==> config.mk <==
export PLATFORM = sky130hd
export DESIGN_NAME = axi4_lite_waitstate_slave
export DESIGN_NICKNAME = d
export VERILOG_FILES = /design/src/rtl/axi4_lite_waitstate_slave.sv
export SDC_FILE = /design/constraint.sdc
export NUM_CORES = 1
export LEC_CHECK = 0
export CORE_MARGIN = 3
export CORE_UTILIZATION = 60
export CTS_CLUSTER_DIAMETER = 100
export CTS_CLUSTER_SIZE = 14
export DETAILED_ROUTE_END_ITERATION = 12
export GPL_TIMING_DRIVEN = 0
export HOLD_SLACK_MARGIN = 0.12
export PLACE_DENSITY = 0.92
export SLEW_MARGIN = 20
export SYNTH_ARGS = -nofsm -noshare
export SYNTH_HDL_FRONTEND = slang
export SYNTH_SLANG_ARGS = --single-unit
==> constraint.sdc <==
create_clock -name S_AXI_ACLK -period 4.6 [get_ports S_AXI_ACLK]
set_input_delay 0.92 -clock S_AXI_ACLK [delete_from_list [all_inputs] [get_ports S_AXI_ACLK]]
set_output_delay 0.92 -clock S_AXI_ACLK [all_outputs]
set_load 0.02 [all_outputs]
==> src/rtl/axi4_lite_waitstate_slave.sv <==
// AXI4-Lite slave with four 32-bit registers and parameterised wait states on every channel.
// Read and write paths are independent; decerr_cnt counts DECERR response handshakes.
module axi4_lite_waitstate_slave #(
   parameter int C_S_AXI_ADDR_WIDTH = 4,
   parameter int C_S_AXI_DATA_WIDTH = 32,
   parameter int AW_WAIT            = 0,
   parameter int W_WAIT             = 0,
   parameter int B_WAIT             = 0,
   parameter int AR_WAIT            = 0,
   parameter int R_WAIT             = 0
) (
   input  logic                              S_AXI_ACLK,
   input  logic                              S_AXI_ARESETN,
   input  logic [C_S_AXI_ADDR_WIDTH-1:0]     S_AXI_AWADDR,
   input  logic [2:0]                        S_AXI_AWPROT,
   input  logic                              S_AXI_AWVALID,
   output logic                              S_AXI_AWREADY,
   input  logic [C_S_AXI_DATA_WIDTH-1:0]     S_AXI_WDATA,
   input  logic [C_S_AXI_DATA_WIDTH/8-1:0]   S_AXI_WSTRB,
   input  logic                              S_AXI_WVALID,
   output logic                              S_AXI_WREADY,
   output logic [1:0]                        S_AXI_BRESP,
   output logic                              S_AXI_BVALID,
   input  logic                              S_AXI_BREADY,
   input  logic [C_S_AXI_ADDR_WIDTH-1:0]     S_AXI_ARADDR,
   input  logic [2:0]                        S_AXI_ARPROT,
   input  logic                              S_AXI_ARVALID,
   output logic                              S_AXI_ARREADY,
   output logic [C_S_AXI_DATA_WIDTH-1:0]     S_AXI_RDATA,
   output logic [1:0]                        S_AXI_RRESP,
   output logic                              S_AXI_RVALID,
   input  logic                              S_AXI_RREADY,
   output logic [7:0]                        decerr_cnt
);

   localparam int STRB_W = C_S_AXI_DATA_WIDTH / 8;
   localparam logic [C_S_AXI_DATA_WIDTH-1:0] DEC_DATA = C_S_AXI_DATA_WIDTH'(32'hDEADDEAD);
   localparam logic [1:0] RESP_OKAY   = 2'b00;
   localparam logic [1:0] RESP_DECERR = 2'b11;

   typedef enum logic [1:0] {W_IDLE, W_COLLECT, W_DELAY, W_RESP} w_state_t;
   typedef enum logic [1:0] {R_IDLE, R_DELAY, R_RESP} r_state_t;

   function automatic logic addr_ok(input logic [C_S_AXI_ADDR_WIDTH-1:0] a);
      return a[1:0] == 2'b00;
   endfunction

   function automatic logic [7:0] wait_inc(input logic [7:0] c);
      return (c == 8'hFF) ? c : c + 8'd1;
   endfunction

   function automatic logic [7:0] sat_add(input logic [7:0] c, input logic [1:0] n);
      logic [8:0] s;
      s = {1'b0, c} + {7'b0, n};
      return s[8] ? 8'hFF : s[7:0];
   endfunction

   w_state_t                          w_state_q, w_state_d;
   r_state_t                          r_state_q, r_state_d;
   logic [7:0]                        aw_cnt_q, aw_cnt_d, w_cnt_q, w_cnt_d, ar_cnt_q, ar_cnt_d;
   logic [7:0]                        b_cnt_q, b_cnt_d, r_cnt_q, r_cnt_d;
   logic                              awready_q, awready_d, wready_q, wready_d, arready_q, arready_d;
   logic                              aw_cap_q, aw_cap_d, w_cap_q, w_cap_d;
   logic [C_S_AXI_ADDR_WIDTH-1:0]     aw_addr_q, aw_addr_d;
   logic [C_S_AXI_DATA_WIDTH-1:0]     wdata_q, wdata_d;
   logic [STRB_W-1:0]                 wstrb_q, wstrb_d;
   logic                              bvalid_q, bvalid_d, rvalid_q, rvalid_d;
   logic [1:0]                        bresp_q, bresp_d, rresp_q, rresp_d;
   logic [C_S_AXI_DATA_WIDTH-1:0]     rdata_q, rdata_d;
   logic [C_S_AXI_DATA_WIDTH-1:0]     regs_q [4];
   logic [C_S_AXI_DATA_WIDTH-1:0]     regs_d [4];
   logic [7:0]                        decerr_q, decerr_d;
   logic                              aw_hs, w_hs, ar_hs, b_dec, r_dec;
   logic                              unused_prot;

   assign aw_hs = awready_q && S_AXI_AWVALID;
   assign w_hs  = wready_q && S_AXI_WVALID;
   assign ar_hs = arready_q && S_AXI_ARVALID;
   assign b_dec = bvalid_q && S_AXI_BREADY && (bresp_q == RESP_DECERR);
   assign r_dec = rvalid_q && S_AXI_RREADY && (rresp_q == RESP_DECERR);
   assign unused_prot = ^{S_AXI_AWPROT, S_AXI_ARPROT};

   always_comb begin
      w_state_d = w_state_q;
      aw_cnt_d  = aw_cnt_q;
      w_cnt_d   = w_cnt_q;
      b_cnt_d   = b_cnt_q;
      awready_d = awready_q;
      wready_d  = wready_q;
      aw_cap_d  = aw_cap_q;
      w_cap_d   = w_cap_q;
      aw_addr_d = aw_addr_q;
      wdata_d   = wdata_q;
      wstrb_d   = wstrb_q;
      bvalid_d  = bvalid_q;
      bresp_d   = bresp_q;
      regs_d    = regs_q;
      case (w_state_q)
         W_IDLE, W_COLLECT: begin
            if (aw_cap_q && w_cap_q) begin
               // Commit edge: both beats were captured on an earlier edge.
               if (addr_ok(aw_addr_q)) begin
                  for (int b = 0; b < STRB_W; b++)
                     if (wstrb_q[b]) regs_d[aw_addr_q[3:2]][8*b +: 8] = wdata_q[8*b +: 8];
                  bresp_d = RESP_OKAY;
               end else begin
                  bresp_d = RESP_DECERR;
               end
               b_cnt_d = '0;
               if (B_WAIT == 0) begin
                  w_state_d = W_RESP;
                  bvalid_d  = 1'b1;
               end else begin
                  w_state_d = W_DELAY;
               end
            end else begin
               if (!aw_cap_q) begin
                  if (aw_hs) begin
                     aw_cap_d  = 1'b1;
                     aw_addr_d = S_AXI_AWADDR;
                     awready_d = 1'b0;
                     aw_cnt_d  = '0;
                  end else if (!awready_q && S_AXI_AWVALID) begin
                     awready_d = (aw_cnt_q == 8'(AW_WAIT));
                     aw_cnt_d  = wait_inc(aw_cnt_q);
                  end
               end
               if (!w_cap_q) begin
                  if (w_hs) begin
                     w_cap_d  = 1'b1;
                     wdata_d  = S_AXI_WDATA;
                     wstrb_d  = S_AXI_WSTRB;
                     wready_d = 1'b0;
                     w_cnt_d  = '0;
                  end else if (!wready_q && S_AXI_WVALID) begin
                     wready_d = (w_cnt_q == 8'(W_WAIT));
                     w_cnt_d  = wait_inc(w_cnt_q);
                  end
               end
               w_state_d = (aw_cap_d || w_cap_d) ? W_COLLECT : W_IDLE;
            end
         end
         W_DELAY: begin
            if (b_cnt_q == 8'(B_WAIT - 1)) begin
               w_state_d = W_RESP;
               bvalid_d  = 1'b1;
            end else begin
               b_cnt_d = b_cnt_q + 8'd1;
            end
         end
         W_RESP: begin
            if (S_AXI_BREADY) begin
               bvalid_d  = 1'b0;
               aw_cap_d  = 1'b0;
               w_cap_d   = 1'b0;
               w_state_d = W_IDLE;
            end
         end
         default: w_state_d = W_IDLE;
      endcase
   end

   always_comb begin
      r_state_d = r_state_q;
      ar_cnt_d  = ar_cnt_q;
      r_cnt_d   = r_cnt_q;
      arready_d = arready_q;
      rvalid_d  = rvalid_q;
      rresp_d   = rresp_q;
      rdata_d   = rdata_q;
      case (r_state_q)
         R_IDLE: begin
            if (ar_hs) begin
               // regs_q is the pre-commit value when a write commits on this same edge.
               arready_d = 1'b0;
               ar_cnt_d  = '0;
               r_cnt_d   = '0;
               rdata_d   = addr_ok(S_AXI_ARADDR) ? regs_q[S_AXI_ARADDR[3:2]] : DEC_DATA;
               rresp_d   = addr_ok(S_AXI_ARADDR) ? RESP_OKAY : RESP_DECERR;
               if (R_WAIT == 0) begin
                  r_state_d = R_RESP;
                  rvalid_d  = 1'b1;
               end else begin
                  r_state_d = R_DELAY;
               end
            end else if (!arready_q && S_AXI_ARVALID) begin
               arready_d = (ar_cnt_q == 8'(AR_WAIT));
               ar_cnt_d  = wait_inc(ar_cnt_q);
            end
         end
         R_DELAY: begin
            if (r_cnt_q == 8'(R_WAIT - 1)) begin
               r_state_d = R_RESP;
               rvalid_d  = 1'b1;
            end else begin
               r_cnt_d = r_cnt_q + 8'd1;
            end
         end
         R_RESP: begin
            if (S_AXI_RREADY) begin
               rvalid_d  = 1'b0;
               r_state_d = R_IDLE;
            end
         end
         default: r_state_d = R_IDLE;
      endcase
      decerr_d = sat_add(decerr_q, {1'b0, b_dec} + {1'b0, r_dec});
   end

   always_ff @(posedge S_AXI_ACLK) begin
      if (!S_AXI_ARESETN) begin
         w_state_q <= W_IDLE;
         r_state_q <= R_IDLE;
         aw_cnt_q  <= '0;
         w_cnt_q   <= '0;
         ar_cnt_q  <= '0;
         b_cnt_q   <= '0;
         r_cnt_q   <= '0;
         awready_q <= 1'b0;
         wready_q  <= 1'b0;
         arready_q <= 1'b0;
         aw_cap_q  <= 1'b0;
         w_cap_q   <= 1'b0;
         aw_addr_q <= '0;
         wdata_q   <= '0;
         wstrb_q   <= '0;
         bvalid_q  <= 1'b0;
         bresp_q   <= '0;
         rvalid_q  <= 1'b0;
         rresp_q   <= '0;
         rdata_q   <= '0;
         decerr_q  <= '0;
         for (int i = 0; i < 4; i++) regs_q[i] <= '0;
      end else begin
         w_state_q <= w_state_d;
         r_state_q <= r_state_d;
         aw_cnt_q  <= aw_cnt_d;
         w_cnt_q   <= w_cnt_d;
         ar_cnt_q  <= ar_cnt_d;
         b_cnt_q   <= b_cnt_d;
         r_cnt_q   <= r_cnt_d;
         awready_q <= awready_d;
         wready_q  <= wready_d;
         arready_q <= arready_d;
         aw_cap_q  <= aw_cap_d;
         w_cap_q   <= w_cap_d;
         aw_addr_q <= aw_addr_d;
         wdata_q   <= wdata_d;
         wstrb_q   <= wstrb_d;
         bvalid_q  <= bvalid_d;
         bresp_q   <= bresp_d;
         rvalid_q  <= rvalid_d;
         rresp_q   <= rresp_d;
         rdata_q   <= rdata_d;
         decerr_q  <= decerr_d;
         for (int i = 0; i < 4; i++) regs_q[i] <= regs_d[i];
      end
   end

   assign S_AXI_AWREADY = awready_q;
   assign S_AXI_WREADY  = wready_q;
   assign S_AXI_BVALID  = bvalid_q;
   assign S_AXI_BRESP   = bresp_q;
   assign S_AXI_ARREADY = arready_q;
   assign S_AXI_RVALID  = rvalid_q;
   assign S_AXI_RRESP   = rresp_q;
   assign S_AXI_RDATA   = rdata_q;
   assign decerr_cnt    = decerr_q;

endmodule

== Yosys cells after proc, flatten, opt, wreduce, memory -nomap -nowiden ==
Cells that the tools add are included.
Operators by class
  $add $sub $neg: 7
  $lt $le $gt $ge: 3
  equality and inequality tests: 24
  muxes and demuxes: 82
  bitwise gates (word level): 5
  reductions and logical operators: 49
Operator list (number)
  2-to-1 mux 128 bit: 13
  bitwise mux 128 bit: 4
  demux 32 bit (select 2 bit): 4
  2-to-1 mux 32 bit: 4
  2-to-1 mux 8 bit: 15
  binary-select mux 32 bit (select 2 bit): 1
  adder 8 x 1 -> 8 bit (second input constant): 5
  == test 8 bit (second input constant): 5
  case mux 8 bit (2 select lines): 2
  zero test 8 bit: 3
  2-to-1 mux 24 bit: 1
  inequality test 2 bit (second input constant): 12
  2-to-1 mux 1 bit: 23
  AND reduction 3 bit: 7
  AND reduction 4 bit: 5
  2-to-1 mux 16 bit: 1
  2-to-1 mux 2 bit: 8
  logical AND 1 bit: 12
  case mux 2 bit (3 select lines): 2
  nonzero test 2 bit: 6
  == test 2 bit (second input constant): 5
  AND reduction 5 bit: 2
  adder 8 x 2 -> 9 bit: 1
  zero test 2 bit: 4
  13 further kinds: 25
Storage, ports and cells
  register bits after elaboration: 263
  input bits: 57
  output and inout bits: 49
  logic and storage cells: 195

== Depth between registers and ports, before layout ==
  word-level depth: 22
  mapped depth: 7
  mapped depth without buffers: 7

== Least setup slack after synthesis ==
No wires, ideal clock.
  kind: input to register
  start point: input S_AXI_BREADY
  end point: register decerr_q[5] (netlist: decerr_cnt[5])
  library setup time: 0.115 ns
  data arrival time: 2.267 ns
  setup slack: 2.219 ns
  stages: 7
  cell sequence: and3_1 > fa_1 > ha_1 > and3_1 > nand2_1 > nor2_1 > o21a_1
On the way
  cells in the longest elaborated chain, start to end: 5
Ends and longest elaborated chain
  start, declared: line 24  | input logic S_AXI_BREADY,
  logical AND 1 bit (2 in series): line 79  | assign b_dec = bvalid_q && S_AXI_BREADY && (bresp_q == RESP_DECERR);
  adder 1 x 1 -> 2 bit: line 207  | decerr_d = sat_add(decerr_q, {1'b0, b_dec} + {1'b0, r_dec});
  adder 8 x 2 -> 9 bit: line 54  | s = {1'b0, c} + {7'b0, n};
  2-to-1 mux 8 bit: line 55  | return s[8] ? 8'hFF : s[7:0];
  end signal, assigned: line 255  | decerr_q <= decerr_d;
  end, declared: line 72  | logic [7:0] decerr_q, decerr_d;
Every way passes these cells.
A chain may end at the register's enable or synchronous reset.

== Final worst setup path ==
  start point: input S_AXI_BREADY
  end point: register decerr_q[2] (netlist: decerr_cnt[2])
Same word-level chain as after synthesis.

==> results.tsv <==
metric	value	unit
status	complete, no violations	
setup slack at placement	1.54	ns
Clock Tree Buf Depth	3	
All-Layer GR Usage	0.297	
slowest CP cell	clkdlybuf4s50_1	
# clock sinks	251	
Initial DRC Count	1042	
P per Cell Area	352	mW/mm^2
Pleak	4.04	nW
clock-pin transition on the worst setup and hold timing paths	0.07	ns
TritonRoute pass-1 iters	5	
per-instance average area after synthesis	9.58	um^2
post-CTS resize count	0	
switch share	0.246	
HPWL Detailed	19700	um
via count	9177	
routed length on met2	13500	um
Antenna diodes	0	
Die Wd	137	um
met3 wire length	2600	um
Clock Latency Late Sink	0.50	ns
Site Rows	47	
asr flop ratio synth	0	
RD Place Congestion	0.938	
number of port buffers	96	
Die Height	137	um
Post-synth top cells	dfxtp_1 (251), nand3_1 (143), nand2_1 (139)	
Layout area overhead	17.0	%
Post-synth EDFFs	0	
Clk pwr share	0.361	
Final nets	1267	
core area	0.0168	mm^2
Final ANT Viol Nets	0	
# hold bufs at CTS	0	
H-tree depth	1	
post-synth top area cell	dfxtp_1	
HP Class	register to register	
crit-path cells	clkdlybuf4s50_1 -> and3_1 -> fa_1 -> ha_1 -> and3_1 -> nand2_1 -> nor2_1 -> o21a_1	
CP Max Fanout	5	
sw power	1.05	mW
syn_nets	1148	
Synth cell types	70	
Placed Area	0.0116	mm^2
Comb pwr share	0.105	
Tcrit/Tclk final	0.560	
Worst Setup Slack, final	2.02	ns
CTS tree	done	
most common cell in the synthesized netlist	dfxtp_1	
Starting Density	0.619	
Vias/cell	6.46	
CP Launch Type	input port	
most used cell, CP	and3_1	
GRT overflow	0	
Mapped Area	0.0104	mm^2
clock buffer count from CTS	21	
Final Setup Violations	0	
layout cells sized above 1	0.109	
internal power component	3.22	mW
synth warn	0	
# Post-CTS Setup Buffers	0	
post-synthesis register bit count	251	
Final Skew	0.0146	ns
fmax	388	MHz
sequential fraction of the synthesis area	0.485	
first-pass GRT wire length	44900	um
top cell type's share of synthesized area	0.485	
WL/cell	19.8	um
Worst Path Required	5.00	ns
worst vdd ir	305	uV
Worst path max stage delay	0.45	ns
I/O Pins	106	
number of global-route vias before repair	9068	
ys flop type	dfxtp_1	
Layout fillers	1168	
CTS Root Buffer Type	clkbuf_16	
Mapped Cells	1082	
hold depth	2	
maxcap violations	0	
Top Metal Used	met4	
post-route minimum period	2.58	ns
Post-route DRC	0	
Worst setup EP type	register	
unrepaired setup endpoints after global routing	false	
relative slew slack	0.342	
largest net degree at the start of global routing	15	
die area	0.0189	mm^2
Worst Tran Pin Value	0.982	ns
Total Wirelength	28100	um
Hold Violations, Final	0	
Max Slew Vio Count	0	
synth top area cells	dfxtp_1 (48%), mux4_2 (6.9%), nand3_1 (6.9%)	
setup TNS	0	ns
Reg power frac	0.533	
R2R depth	7	
Worst Path Arrival	2.97	ns
Final Cell Area	0.0121	mm^2
initial antenna violation count	0	
Crit Path Category	input port to register	
Routed met1 length	11100	um
per-layer routing:
layer  vias to the layer above  GRT usage
li1                       4184          -
met1                      4410      0.393
met4                         0      0.127
met2                       500      0.487
met5                         -          0
met3                        83     0.0438
registers in the layout (all words and copies together) (netlist names), 2 cells and up:
name / cells
S_AXI_RDATA: 32
ar_cnt_q: 8
aw_addr_q: 4
aw_cnt_q: 8
b_cnt_q: 8
decerr_cnt: 8
regs_q: 128
w_cnt_q: 8
w_state_q: 2
wdata_q: 32
wstrb_q: 4
path summary, 6_finish.rpt:
check                           slack [ns]             to          from
worst min register to register        0.46    wdata_q[19]   wdata_q[19]
worst max register to register        2.54  decerr_cnt[2]  S_AXI_RVALID
worst max-delay path                  2.02  decerr_cnt[2]  S_AXI_BREADY
worst min-delay path                  0.46    wdata_q[19]   wdata_q[19]
layout make-up:
cell class / count / area (um^2) / area share
repair buffers: 96 / 961 / 0.0792
inverters: 9 / 33.8 / 0.00278
flip-flops and latches: 251 / 5020 / 0.414
plain buffers: 82 / 472 / 0.0389
clock buffers: 22 / 529 / 0.0436
well taps: 220 / 275 / 0.0227
multi-input cells: 740 / 4840 / 0.399
power groups by stage:
stage                     combinational, mW  sequential [mW]  clock (mW)
final                                 0.449             2.28        1.54
after floorplan                       0.244             2.34           0
after global placement                0.432             2.32           0
after global routing                  0.480             2.28        1.62
after detailed placement              0.441             2.32           0
after CTS                             0.445             2.28        1.54
layout by cell type (no fill, tap or decap), types with 11 or more instances in the layout:
cell / synthesis / routed
clkdlybuf4s50_1: 0 / 96
clkbuf_16: 0 / 21
nand2_1: 139 / 139
nor3_1: 13 / 13
buf_1: 15 / 15
o21ai_1: 11 / 11
dfxtp_1: 251 / 251
o221a_2: 22 / 22
buf_6: 14 / 14
nand4_4: 12 / 12
nand4_1: 13 / 13
clkbuf_1: 33 / 34
a21oi_1: 55 / 55
mux4_2: 32 / 32
o21ai_0: 130 / 130
nand3_1: 143 / 143
nor2_1: 35 / 35
per-stage QoR:
stage               utilization  power (mW)  cells  hold WS, ns
floorplan                     -        2.58   1082        0.436
global placement          0.692        2.75   1398        0.445
detailed placement        0.692        2.77   1398        0.448
CTS                       0.724        4.26   1420        0.457
global route              0.724        4.38   1420        0.477
finish                    0.724        4.27   1420        0.456
worst max-delay path, delay by kind of cell:
family / cells / cell delay [ns]
fa+ha+maj: 2 / 0.69
simple gates: 4 / 0.69
buf+inv: 1 / 0.45
compound gates: 1 / 0.20
kinds of logic (layout without fill, tap and decap cells):
kind of cell	count (synthesis)	count (layout)	share of synthesized area
DFF	251	251	0.485
AOI/OAI and AO/OA	274	274	0.160
xor gates and xnor gates	7	7	0.00591
and+or+nand+nor	413	413	0.215
muxes	37	37	0.0743
adders and majority gates	9	9	0.0116
buffers and inverters	91	209	0.0487
No activity file was read; power rests on OpenSTA's default activity.
